**src/rtl/keypad_pkg.sv**
```systemverilog
// Shared definitions for the 4x4 keypad scanner.
//   NUM_COLS / NUM_ROWS : keypad matrix dimensions
//   CODE_WIDTH          : width of a reported key code (row*4 + col)
//   press_state_e       : press-detection FSM states
// Snapshot bits are laid out column-major (bit = col*4 + row); the helpers
// below turn a snapshot bit position into the row-major key code.
package keypad_pkg;

  localparam int NUM_COLS   = 4;
  localparam int NUM_ROWS   = 4;
  localparam int NUM_KEYS   = NUM_COLS * NUM_ROWS;
  localparam int CODE_WIDTH = 4;

  typedef enum logic {
    WAIT_PRESS   = 1'b0,
    WAIT_RELEASE = 1'b1
  } press_state_e;

  // Snapshot index is {col, row}; key code is {row, col}.
  function automatic logic [CODE_WIDTH-1:0] snap_bit_to_code(input logic [CODE_WIDTH-1:0] idx);
    return {idx[1:0], idx[3:2]};
  endfunction

  function automatic logic is_one_hot(input logic [NUM_KEYS-1:0] v);
    return (v != '0) && ((v & (v - NUM_KEYS'(1))) == '0);
  endfunction

  // Position of the lowest set bit; only meaningful when v is one-hot.
  function automatic logic [CODE_WIDTH-1:0] lowest_set_index(input logic [NUM_KEYS-1:0] v);
    logic [CODE_WIDTH-1:0] idx;
    idx = '0;
    for (int i = NUM_KEYS - 1; i >= 0; i--) begin
      if (v[i]) idx = CODE_WIDTH'(i);
    end
    return idx;
  endfunction

endpackage

```
**src/rtl/Generic_counter.sv**
```systemverilog
// Generic wrap-around counter with enable and terminal-count trigger.
//   CLK       : clock
//   RESET     : synchronous active-high reset (count -> 0)
//   ENABLE_IN : advance the count this cycle
//   TRIG_OUT  : high when enabled and the count is at COUNTER_MAX (wrap cycle)
//   COUNT     : current count, 0..COUNTER_MAX
module Generic_counter #(
  parameter int COUNTER_WIDTH = 4,
  parameter int COUNTER_MAX   = 9
) (
  input  logic                     CLK,
  input  logic                     RESET,
  input  logic                     ENABLE_IN,
  output logic                     TRIG_OUT,
  output logic [COUNTER_WIDTH-1:0] COUNT
);

  localparam logic [COUNTER_WIDTH-1:0] LAST = COUNTER_WIDTH'(COUNTER_MAX);

  logic [COUNTER_WIDTH-1:0] r_count;

  always_ff @(posedge CLK) begin
    if (RESET) begin
      r_count <= '0;
    end else if (ENABLE_IN) begin
      r_count <= (r_count == LAST) ? '0 : r_count + COUNTER_WIDTH'(1);
    end
  end

  assign COUNT    = r_count;
  assign TRIG_OUT = ENABLE_IN && (r_count == LAST);

endmodule

```
**src/rtl/keypad_debouncer.sv**
```systemverilog
// Debounces complete 16-key snapshots: the debounced state follows the
// snapshot only after DEBOUNCE_SCANS consecutive identical scans.
//   CLK         : clock
//   RESET       : synchronous active-high reset
//   i_scan_done : snapshot is complete this cycle (one pulse per scan)
//   i_snapshot  : latest full-scan key snapshot (1 = pressed)
//   o_state     : debounced key state
//   o_update    : one-cycle strobe, o_state was (re)loaded on the last edge
module keypad_debouncer
  import keypad_pkg::*;
#(
  parameter int DEBOUNCE_SCANS = 4
) (
  input  logic                CLK,
  input  logic                RESET,
  input  logic                i_scan_done,
  input  logic [NUM_KEYS-1:0] i_snapshot,
  output logic [NUM_KEYS-1:0] o_state,
  output logic                o_update
);

  localparam logic [3:0] STABLE_TARGET = 4'(DEBOUNCE_SCANS);

  logic [NUM_KEYS-1:0] r_prev;
  logic [NUM_KEYS-1:0] r_state;
  logic [3:0]          r_stable_cnt;
  logic                r_update;
  logic                w_same;
  logic [3:0]          w_next_cnt;

  // The count saturates so a long-held key keeps refreshing the state
  // without ever wrapping back below the target.
  always_comb begin
    w_same     = (i_snapshot == r_prev);
    w_next_cnt = 4'd1;
    if (w_same) begin
      w_next_cnt = (r_stable_cnt >= STABLE_TARGET) ? STABLE_TARGET : r_stable_cnt + 4'd1;
    end
  end

  always_ff @(posedge CLK) begin
    if (RESET) begin
      r_prev       <= '0;
      r_state      <= '0;
      r_stable_cnt <= '0;
      r_update     <= 1'b0;
    end else begin
      r_update <= 1'b0;
      if (i_scan_done) begin
        r_stable_cnt <= w_next_cnt;
        if (!w_same) r_prev <= i_snapshot;
        if (w_next_cnt == STABLE_TARGET) begin
          r_state  <= i_snapshot;
          r_update <= 1'b1;
        end
      end
    end
  end

  assign o_state  = r_state;
  assign o_update = r_update;

endmodule

```
**src/rtl/keypad_scanner.sv**
```systemverilog
// 4x4 matrix keypad scanner: strobes columns, samples rows, debounces the
// full snapshot and reports single-key presses through a valid/ack handshake.
// Accepted codes are also shifted into a 16-bit display value.
//   CLK       : system clock
//   RESET     : synchronous active-high reset
//   ROW_IN    : keypad rows, active-low, asynchronous
//   COL_OUT   : column strobe, active-low one-hot
//   KEY_CODE  : last accepted key, row*4 + col
//   KEY_VALID : KEY_CODE holds an unacknowledged key
//   KEY_ACK   : consumer acknowledge
//   OVERRUN   : sticky, a press was dropped while KEY_VALID was high
//   VALUE_OUT : last four accepted codes, newest in [3:0]
module keypad_scanner
  import keypad_pkg::*;
#(
  parameter int SCAN_DIV       = 100000,
  parameter int DIV_WIDTH      = 17,
  parameter int DEBOUNCE_SCANS = 4
) (
  input  logic                  CLK,
  input  logic                  RESET,
  input  logic [NUM_ROWS-1:0]   ROW_IN,
  output logic [NUM_COLS-1:0]   COL_OUT,
  output logic [CODE_WIDTH-1:0] KEY_CODE,
  output logic                  KEY_VALID,
  input  logic                  KEY_ACK,
  output logic                  OVERRUN,
  output logic [15:0]           VALUE_OUT
);

  logic [NUM_ROWS-1:0]   r_row_meta;
  logic [NUM_ROWS-1:0]   r_row_sync;
  logic [NUM_ROWS-1:0]   w_rows_pressed;
  logic                  w_dwell_trig;
  logic [DIV_WIDTH-1:0]  w_unused_dwell_count;
  logic [1:0]            w_col;
  logic                  w_scan_trig;
  logic [NUM_COLS-1:0]   r_col_out;
  logic [NUM_KEYS-1:0]   r_snapshot;
  logic                  r_scan_done;
  logic [NUM_KEYS-1:0]   w_deb_state;
  logic                  w_deb_update;
  press_state_e          r_state;
  press_state_e          w_next_state;
  logic                  w_event;
  logic [CODE_WIDTH-1:0] w_event_code;
  logic                  r_event;
  logic [CODE_WIDTH-1:0] r_event_code;
  logic [CODE_WIDTH-1:0] r_key_code;
  logic                  r_key_valid;
  logic                  r_overrun;
  logic [15:0]           r_value;

  // Stage 0: row synchronizer. Reset to all-high so nothing looks pressed.
  always_ff @(posedge CLK) begin
    if (RESET) begin
      r_row_meta <= '1;
      r_row_sync <= '1;
    end else begin
      r_row_meta <= ROW_IN;
      r_row_sync <= r_row_meta;
    end
  end

  assign w_rows_pressed = ~r_row_sync;

  Generic_counter #(
    .COUNTER_WIDTH (DIV_WIDTH),
    .COUNTER_MAX   (SCAN_DIV - 1)
  ) u_dwell_counter (
    .CLK       (CLK),
    .RESET     (RESET),
    .ENABLE_IN (1'b1),
    .TRIG_OUT  (w_dwell_trig),
    .COUNT     (w_unused_dwell_count)
  );

  // Its trigger fires on the dwell terminal cycle of column 3: scan complete.
  Generic_counter #(
    .COUNTER_WIDTH (2),
    .COUNTER_MAX   (NUM_COLS - 1)
  ) u_col_counter (
    .CLK       (CLK),
    .RESET     (RESET),
    .ENABLE_IN (w_dwell_trig),
    .TRIG_OUT  (w_scan_trig),
    .COUNT     (w_col)
  );

  // Stage 1: snapshot assembly. Rows are sampled at the end of the dwell,
  // long after the column was driven, so they have settled.
  always_ff @(posedge CLK) begin
    if (RESET) begin
      r_col_out   <= 4'b1110;
      r_snapshot  <= '0;
      r_scan_done <= 1'b0;
    end else begin
      r_scan_done <= w_scan_trig;
      if (w_dwell_trig) begin
        r_col_out                             <= {r_col_out[NUM_COLS-2:0], r_col_out[NUM_COLS-1]};
        r_snapshot[{w_col, 2'b00} +: NUM_ROWS] <= w_rows_pressed;
      end
    end
  end

  keypad_debouncer #(
    .DEBOUNCE_SCANS (DEBOUNCE_SCANS)
  ) u_debouncer (
    .CLK         (CLK),
    .RESET       (RESET),
    .i_scan_done (r_scan_done),
    .i_snapshot  (r_snapshot),
    .o_state     (w_deb_state),
    .o_update    (w_deb_update)
  );

  // Stage 2: press FSM, evaluated only when the debounced state refreshes.
  always_ff @(posedge CLK) begin
    if (RESET) begin
      r_state      <= WAIT_PRESS;
      r_event      <= 1'b0;
      r_event_code <= '0;
    end else begin
      r_state      <= w_next_state;
      r_event      <= w_event;
      r_event_code <= w_event_code;
    end
  end

  always_comb begin
    w_next_state = r_state;
    w_event      = 1'b0;
    w_event_code = snap_bit_to_code(lowest_set_index(w_deb_state));
    if (w_deb_update) begin
      case (r_state)
        WAIT_PRESS: begin
          if (is_one_hot(w_deb_state)) begin
            w_event      = 1'b1;
            w_next_state = WAIT_RELEASE;
          end else if (w_deb_state != '0) begin
            w_next_state = WAIT_RELEASE;
          end
        end
        WAIT_RELEASE: begin
          if (w_deb_state == '0) w_next_state = WAIT_PRESS;
        end
        default: w_next_state = WAIT_PRESS;
      endcase
    end
  end

  // Stage 3: handshake and output registers. An ack in the same cycle as
  // an event frees the slot, so the new key is accepted rather than dropped.
  always_ff @(posedge CLK) begin
    if (RESET) begin
      r_key_code  <= '0;
      r_key_valid <= 1'b0;
      r_overrun   <= 1'b0;
      r_value     <= '0;
    end else if (r_event) begin
      if (!r_key_valid || KEY_ACK) begin
        r_key_code  <= r_event_code;
        r_key_valid <= 1'b1;
        r_value     <= {r_value[11:0], r_event_code};
      end else begin
        r_overrun <= 1'b1;
      end
    end else if (KEY_ACK && r_key_valid) begin
      r_key_valid <= 1'b0;
    end
  end

  assign COL_OUT   = r_col_out;
  assign KEY_CODE  = r_key_code;
  assign KEY_VALID = r_key_valid;
  assign OVERRUN   = r_overrun;
  assign VALUE_OUT = r_value;

endmodule

```
**config.mk**
```make
export PLATFORM = sky130hd
export DESIGN_NAME = keypad_scanner
export DESIGN_NICKNAME = d
export VERILOG_FILES = /design/src/rtl/keypad_pkg.sv /design/src/rtl/Generic_counter.sv /design/src/rtl/keypad_debouncer.sv /design/src/rtl/keypad_scanner.sv
export SDC_FILE = /design/constraint.sdc
export NUM_CORES = 1
export LEC_CHECK = 0
export ABC_AREA = 1
export BUFFER_PORTS_ARGS = -buffer_cell sky130_fd_sc_hd__buf_2
export CAP_MARGIN = 20
export CORE_UTILIZATION = 30
export CTS_CLUSTER_SIZE = 10
export DETAILED_ROUTE_END_ITERATION = 16
export SETUP_SLACK_MARGIN = 0.05
export SLEW_MARGIN = 0
export SYNTH_ARGS = -nofsm -noshare
export SYNTH_HDL_FRONTEND = slang
export SYNTH_HIERARCHICAL = 1
export SYNTH_SLANG_ARGS = --single-unit
```
**constraint.sdc**
```tcl
create_clock -name CLK -period 4.37 [get_ports CLK]
set_clock_uncertainty 0.15 [all_clocks]
set_input_delay 0 -clock CLK [delete_from_list [all_inputs] [get_ports CLK]]
set_output_delay 0 -clock CLK [all_outputs]
set_load 0.05 [all_outputs]
```
# == Word-level counts from Yosys, hierarchy flattened ==
# Cells that the tools add are included.
# op_classes
n_eq_ne,5
n_bitwise,7
magnitude_cmp,1
reduce_logical,21
n_mux,28
addsub,5
n_shift,2
# ops
operator,count
$mux 4,10
$logic_not 16->1,2
$add 17x1->17 const B,1
$eq 17x17->1 const B,1
$and 16x16->16,1
$bwmux 16,1
$eq 16x16->1,1
$reduce_bool 16->1,1
$shift 4x6->16 const A,1
$shiftx 4x6->16,1
$sub 16x1->16 const B,1
$mux 3,4
$reduce_and 2->1,5
$mux 1,9
$reduce_or 9->1,1
$mux 2,3
$neg 4->6,1
$reduce_or 2->1,3
$reduce_or 3->1,2
$not 1->1,5
$reduce_or 5->1,1
$add 4x1->4 const B,1
$eq 4x3->1 const B,1
$ge 4x3->1 const B,1
9 further kinds,11
# word_totals
inputBits,7
reg_bits,113
wordCells,90
out_inout_bits,26

# == Logic depth before layout (Yosys ltp) ==
# depth
ltp_word,15
ltp_mapped,13
ltp_nobuf,13

# == By module ==
# Netlist, hierarchy kept.
# modules_own_cells
module,area_each_um2,n_inst,cells_each,seq_area_each_um2
keypad_scanner,2242.2,1,297,1061.0
keypad_debouncer,1778.0,1,271,740.7
Generic_counter at u_dwell_counter,920.9,1,142,340.3
Generic_counter at u_col_counter,107.6,1,16,40.0

# == Worst setup path after synthesis ==
# Ideal clock, no wire load.
# synth_path
path_type,register to register
startpoint,"reg u_dwell_counter.r_count[0], in the netlist u_dwell_counter/COUNT[0]"
endpoint,reg r_snapshot[0]
arrival_time_ns,1.676
stages_incl_launch_ff,11
t_required_ns,4.150
setup_time_ns,0.070
path_buffers,1
path_slack_ns,2.474
period_less_slack_ns,1.896
path_cell_list,dfxtp_1 > ha_1 > inv_1 > nor2_1 > nand3_1 > inv_1 > buf_2 > nand2_1 > nor4_2 > nand2_1 > a21oi_1
# synth_between
elab_chain_len,1
# synth_rtl
item,line,source
"start, declared",Generic_counter.sv:20,logic [COUNTER_WIDTH-1:0] r_count;
"start signal, assigned",Generic_counter.sv:26,r_count <= (r_count == LAST) ? '0 : r_count + COUNTER_WIDTH'(1);
$eq 17x17->1,Generic_counter.sv:31,assign TRIG_OUT = ENABLE_IN && (r_count == LAST);
net w_dwell_trig,keypad_scanner.sv:34,logic w_dwell_trig;
"end signal, assigned by index",keypad_scanner.sv:101,"r_snapshot[{w_col, 2'b00} +: NUM_ROWS] <= w_rows_pressed;"
"end, declared",keypad_scanner.sv:39,logic [NUM_KEYS-1:0] r_snapshot;
# The timed path passes the listed nets, and every way through them passes these cells.
# A chain may end at the register's enable or synchronous reset.

# == Worst setup path in the final report ==
# layout_path
startpoint,"reg u_dwell_counter.r_count[0], in the netlist u_dwell_counter/COUNT[0]"
endpoint,reg r_snapshot[1]
# The elaborated chain is that of the path after synthesis.

==> summary.md <==
| Metric | Value |
|---|---|
| Adder-cell area share of the yosys netlist | `0.0198` |
| Worst-case clock buffer depth | `2` |
| Nets | `769` |
| DIE WIDTH | `132 um` |
| Post-route DRC | `0` |
| Global-route wire length before repair | `17.6 mm` |
| Vias/cell | `4.29` |
| RePlAce Congestion | `~0.84` |
| Switching power | `0.426 mW` |
| Htree depth | `3` |
| Final Hold Viols | `0` |
| HP Class | `in -> reg` |
| Synth Area in Simple Gates | `0.329` |
| Antenna violations before repair | `0` |
| Yosys reg bits | `109` |
| Outcome | `complete, no violations` |
| Worst-path clk slew | `70 ps` |
| Vias in the first global route | `about 3.8k` |
| TritonCTS clock tree | `done` |
| Rel. slew slack | `0.348` |
| Register area share after synthesis | `0.432` |
| FF-to-FF End | `r_snapshot[1]` |
| Initial drt markers | `258` |
| Crit path max-delay cell type | `dfxtp_1` |
| Worst Hold Depth | `3` |
| Yosys warning count | `6` |
| DRT Wirelength | `10.2 mm` |
| Overall power | `1.85 mW` |
| Synthesized area | `5050 sq um` |
| Post-synthesis mux area share | `0.00198` |
| RSZ-0062 raised after global routing | `false` |
| Crit-path max cell delay | `slightly above 400 ps` |
| Die H | `132 um` |
| Post-route ant nets | `0` |
| Avg Cell Area, Syn | `6.95 sq um` |
| Worst path cell trace | `ha_1, inv_1, nor2_1, nand3_1, inv_1, nand2_1, nor4_2, nand2_1, a21oi_1` |
| Post-synth top flop | `dfxtp_1` |
| Fraction of the cycle the final worst path needs | `0.519` |
| P_int | `~1.4 mW` |
| Synth Net Count | `741` |
| Clock sinks | `109` |
| HPWL reported at the end of detailed placement | `7.10 mm` |
| Layout cell share with drive strength beyond 1 | `0.120` |
| Comb pwr share | `0.023` |
| Syn Inst Count | `approximately 730` |
| Pleak | `2.58 nW` |
| DR vias | `4,202` |
| Starting density of the core | `0.306` |
| Worst path bufs/invs | `2` |
| Max cap viols | `0` |
| Pwr/cell area | `325 nW/um^2` |
| Top Family by Delay on Critical Path | `simple AND/OR/NAND/NOR gates` |
| Switching share of power | `0.230` |
| Kind of critical path | `reg -> reg` |
| Global route overflow | `0` |
| Async S/R FF share, synth | `0` |
| Utilization after layout | `0.345` |
| Core area | `16,500 sq um` |
| Final setup violation count | `0` |
| Die ar. | `17,400 sq um` |
| TritonCTS buffer count | `9` |
| Post_cts resized | `0` |
| Library cells used by synthesis | `44` |
| CP Launch Type | `register` |
| Synth Area in XOR/XNOR | `0.0208` |
| Area delta synth->final | `13.0%` |
| Setup slack, reg-to-reg | `2100 ps` |
| Drt pass-1 iters | `5` |
| Main combinational cell family by area after synthesis | `simple AND/OR/NAND/NOR gates` |
| Data arrival time of the worst path | `2410 ps` |
| Setup Total Neg Slack | `0 ps` |
| Site Rows | `47` |
| VDD IR max | `0.000222 V` |
| Reg2Reg Depth | `9` |
| Worst-Margin Slew | `977 ps` |
| Hold Path End | `r_row_meta[0]` |
| CP endpoint kind | `register` |
| Port Buf Inserts | `32` |
| Post-synth EDFFs | `0` |
| Clock share of power | `0.437` |
| Fin crit period | `2270 ps` |
| Io pins | `33` |
| Max Slew Vio Count | `0` |
| Worst-Skew Late Latency | `360 ps` |
| Largest net degree at the start of global routing | `35` |
| Wire length per cell after detailed routing | `between 10 and 15 um` |
| Sequential power share | `0.541` |
| Worst R2R Start | `u_dwell_counter/COUNT[0]` |
| Clock Tree Root | `clkbuf_16` |
| Ant diodes | `0` |
| WP data required | `between 4000 and 5000 ps` |
| Crit path max fanout | `14` |
| Hold Startpoint | `ROW_IN[0]` |
| Maximum clock rate | `approximately 440 MHz` |
| Total global-route track usage | `0.124` |
| Complex-gate fraction of the synthesized area | `0.0952` |
[worst max-delay path by stage]
stage	from	to	slack [ps]	depth (start not counted)
final	u_dwell_counter/COUNT[0]	r_snapshot[1]	2100	9
after global placement	u_dwell_counter/COUNT[0]	r_snapshot[0]	2200	9
after CTS	u_dwell_counter/COUNT[0]	r_snapshot[1]	2110	9
after detailed placement	u_dwell_counter/COUNT[0]	r_snapshot[1]	2140	9
after global routing	u_dwell_counter/COUNT[0]	r_snapshot[0]	1800	9
after floorplan	u_dwell_counter/COUNT[0]	r_snapshot[0]	2470	10
[cells by family after synthesis]
logic type,Yosys count
AO/OA/AOI/OAI,85
XOR/XNOR,12
adder cells (fa/ha/maj),8
buffers and inverters,120
flip-flops,109
multiplexers,1
other,1
AND/OR/NAND/NOR,390
[cell type report]
| class | count | area (sq um) |
|---|---|---|
| fill | 1730 | 10800 |
| multi-input combinational | 497 | 2360 |
| sequential | 109 | 2180 |
| inverter | 98 | 370 |
| tap | 220 | 275 |
| clock buffer | 10 | 239 |
| timing repair buffer | 39 | 228 |
| clock inverter | 6 | 52.6 |
[cell usage after synthesis, types with 5 or more instances]
master	number	area, sq um
inv_1	89	334
inv_2	7	26.3
nor2_1	170	638
nor2_2	9	56.3
o21ai_1	8	40.0
or2_2	8	50.1
ha_1	8	100
dfxtp_1	109	2180
buf_4	5	37.5
clkbuf_1	8	30.0
nor3_1	5	25.0
nand3_1	24	120
a22oi_1	8	60.1
a21oi_1	24	120
nor2_4	5	56.3
nand2_1	155	582
o21ai_0	35	175
xor2_1	10	87.6
[flip-flops by register name, indices dropped and copies added (netlist names), 4 cells and up]
register	count
r_row_sync	4
u_dwell_counter/COUNT	17
u_debouncer/r_prev	16
r_row_meta	4
u_debouncer/r_stable_cnt	4
VALUE_OUT	13
COL_OUT	4
r_event_code	4
r_snapshot	16
u_debouncer/o_state	16
[metrics by stage]
step / setup WS (ps) / instances / instance area, sq um / hold WS, ps
6_report: 2100 / 979 / 5710 / 211
5_1_grt: 1800 / 979 / 5710 / 218
4_1_cts: 2110 / 979 / 5710 / 200
3_5_place_dp: 2140 / 957 / 5360 / 37.0
3_3_place_gp: 2200 / 957 / 5360 / 35.5
2_1_floorplan: 2470 / 726 / 5050 / -80.3
[routing by layer]
layer | vias to the layer above | GRT usage | routed length [um]
li1 | 2292 | - | -
met1 | 1843 | 0.160 | 5110
met2 | 52 | 0.201 | 4660
met3 | 15 | 0.0197 | 233
met4 | 0 | 0.0614 | 197
met5 | - | 0 | 0
[power groups by stage]
stage	logic, mW	clock network, mW	registers (mW)
2_1_floorplan	0.0286	0	1.02
3_3_place_gp	0.0380	0	1.02
3_5_place_dp	0.0378	0	1.02
4_1_cts	0.0421	0.838	1.00
5_1_grt	0.0479	0.865	1.00
6_report	0.0421	0.809	1.00
[cells in the final DEF (no fill, tap or decap), types with 3 or more instances in the layout]
cell type and n:
nor2_1 170, nand2_1 155, dfxtp_1 109, inv_1 89
o21ai_0 35, buf_2 32, nand3_1 24, a21oi_1 24
xor2_1 10, nor2_2 9, clkbuf_16 9, a22oi_1 8
or2_2 8, o21ai_1 8, ha_1 8, inv_2 7
dlygate4sd3_1 6, nor3_1 5, nor2_4 5, inv_6 3
nand4_1 3
[worst register-to-register path, cell delays in order, from the launching register on]
cell,delay (ps)
dfxtp_1,410
ha_1,220
inv_1,50
nor2_1,130
nand3_1,110
inv_1,350
nand2_1,230
nor4_2,320
nand2_1,100
a21oi_1,130
[repair_timing]
action,4_1_cts,5_1_grt
buffers inserted,0,0
hold buffers,6,0
endpoints found under the setup margin,0,0
hold endpoints to repair,24,0
Note: power is estimated with default switching activity, not from simulation.
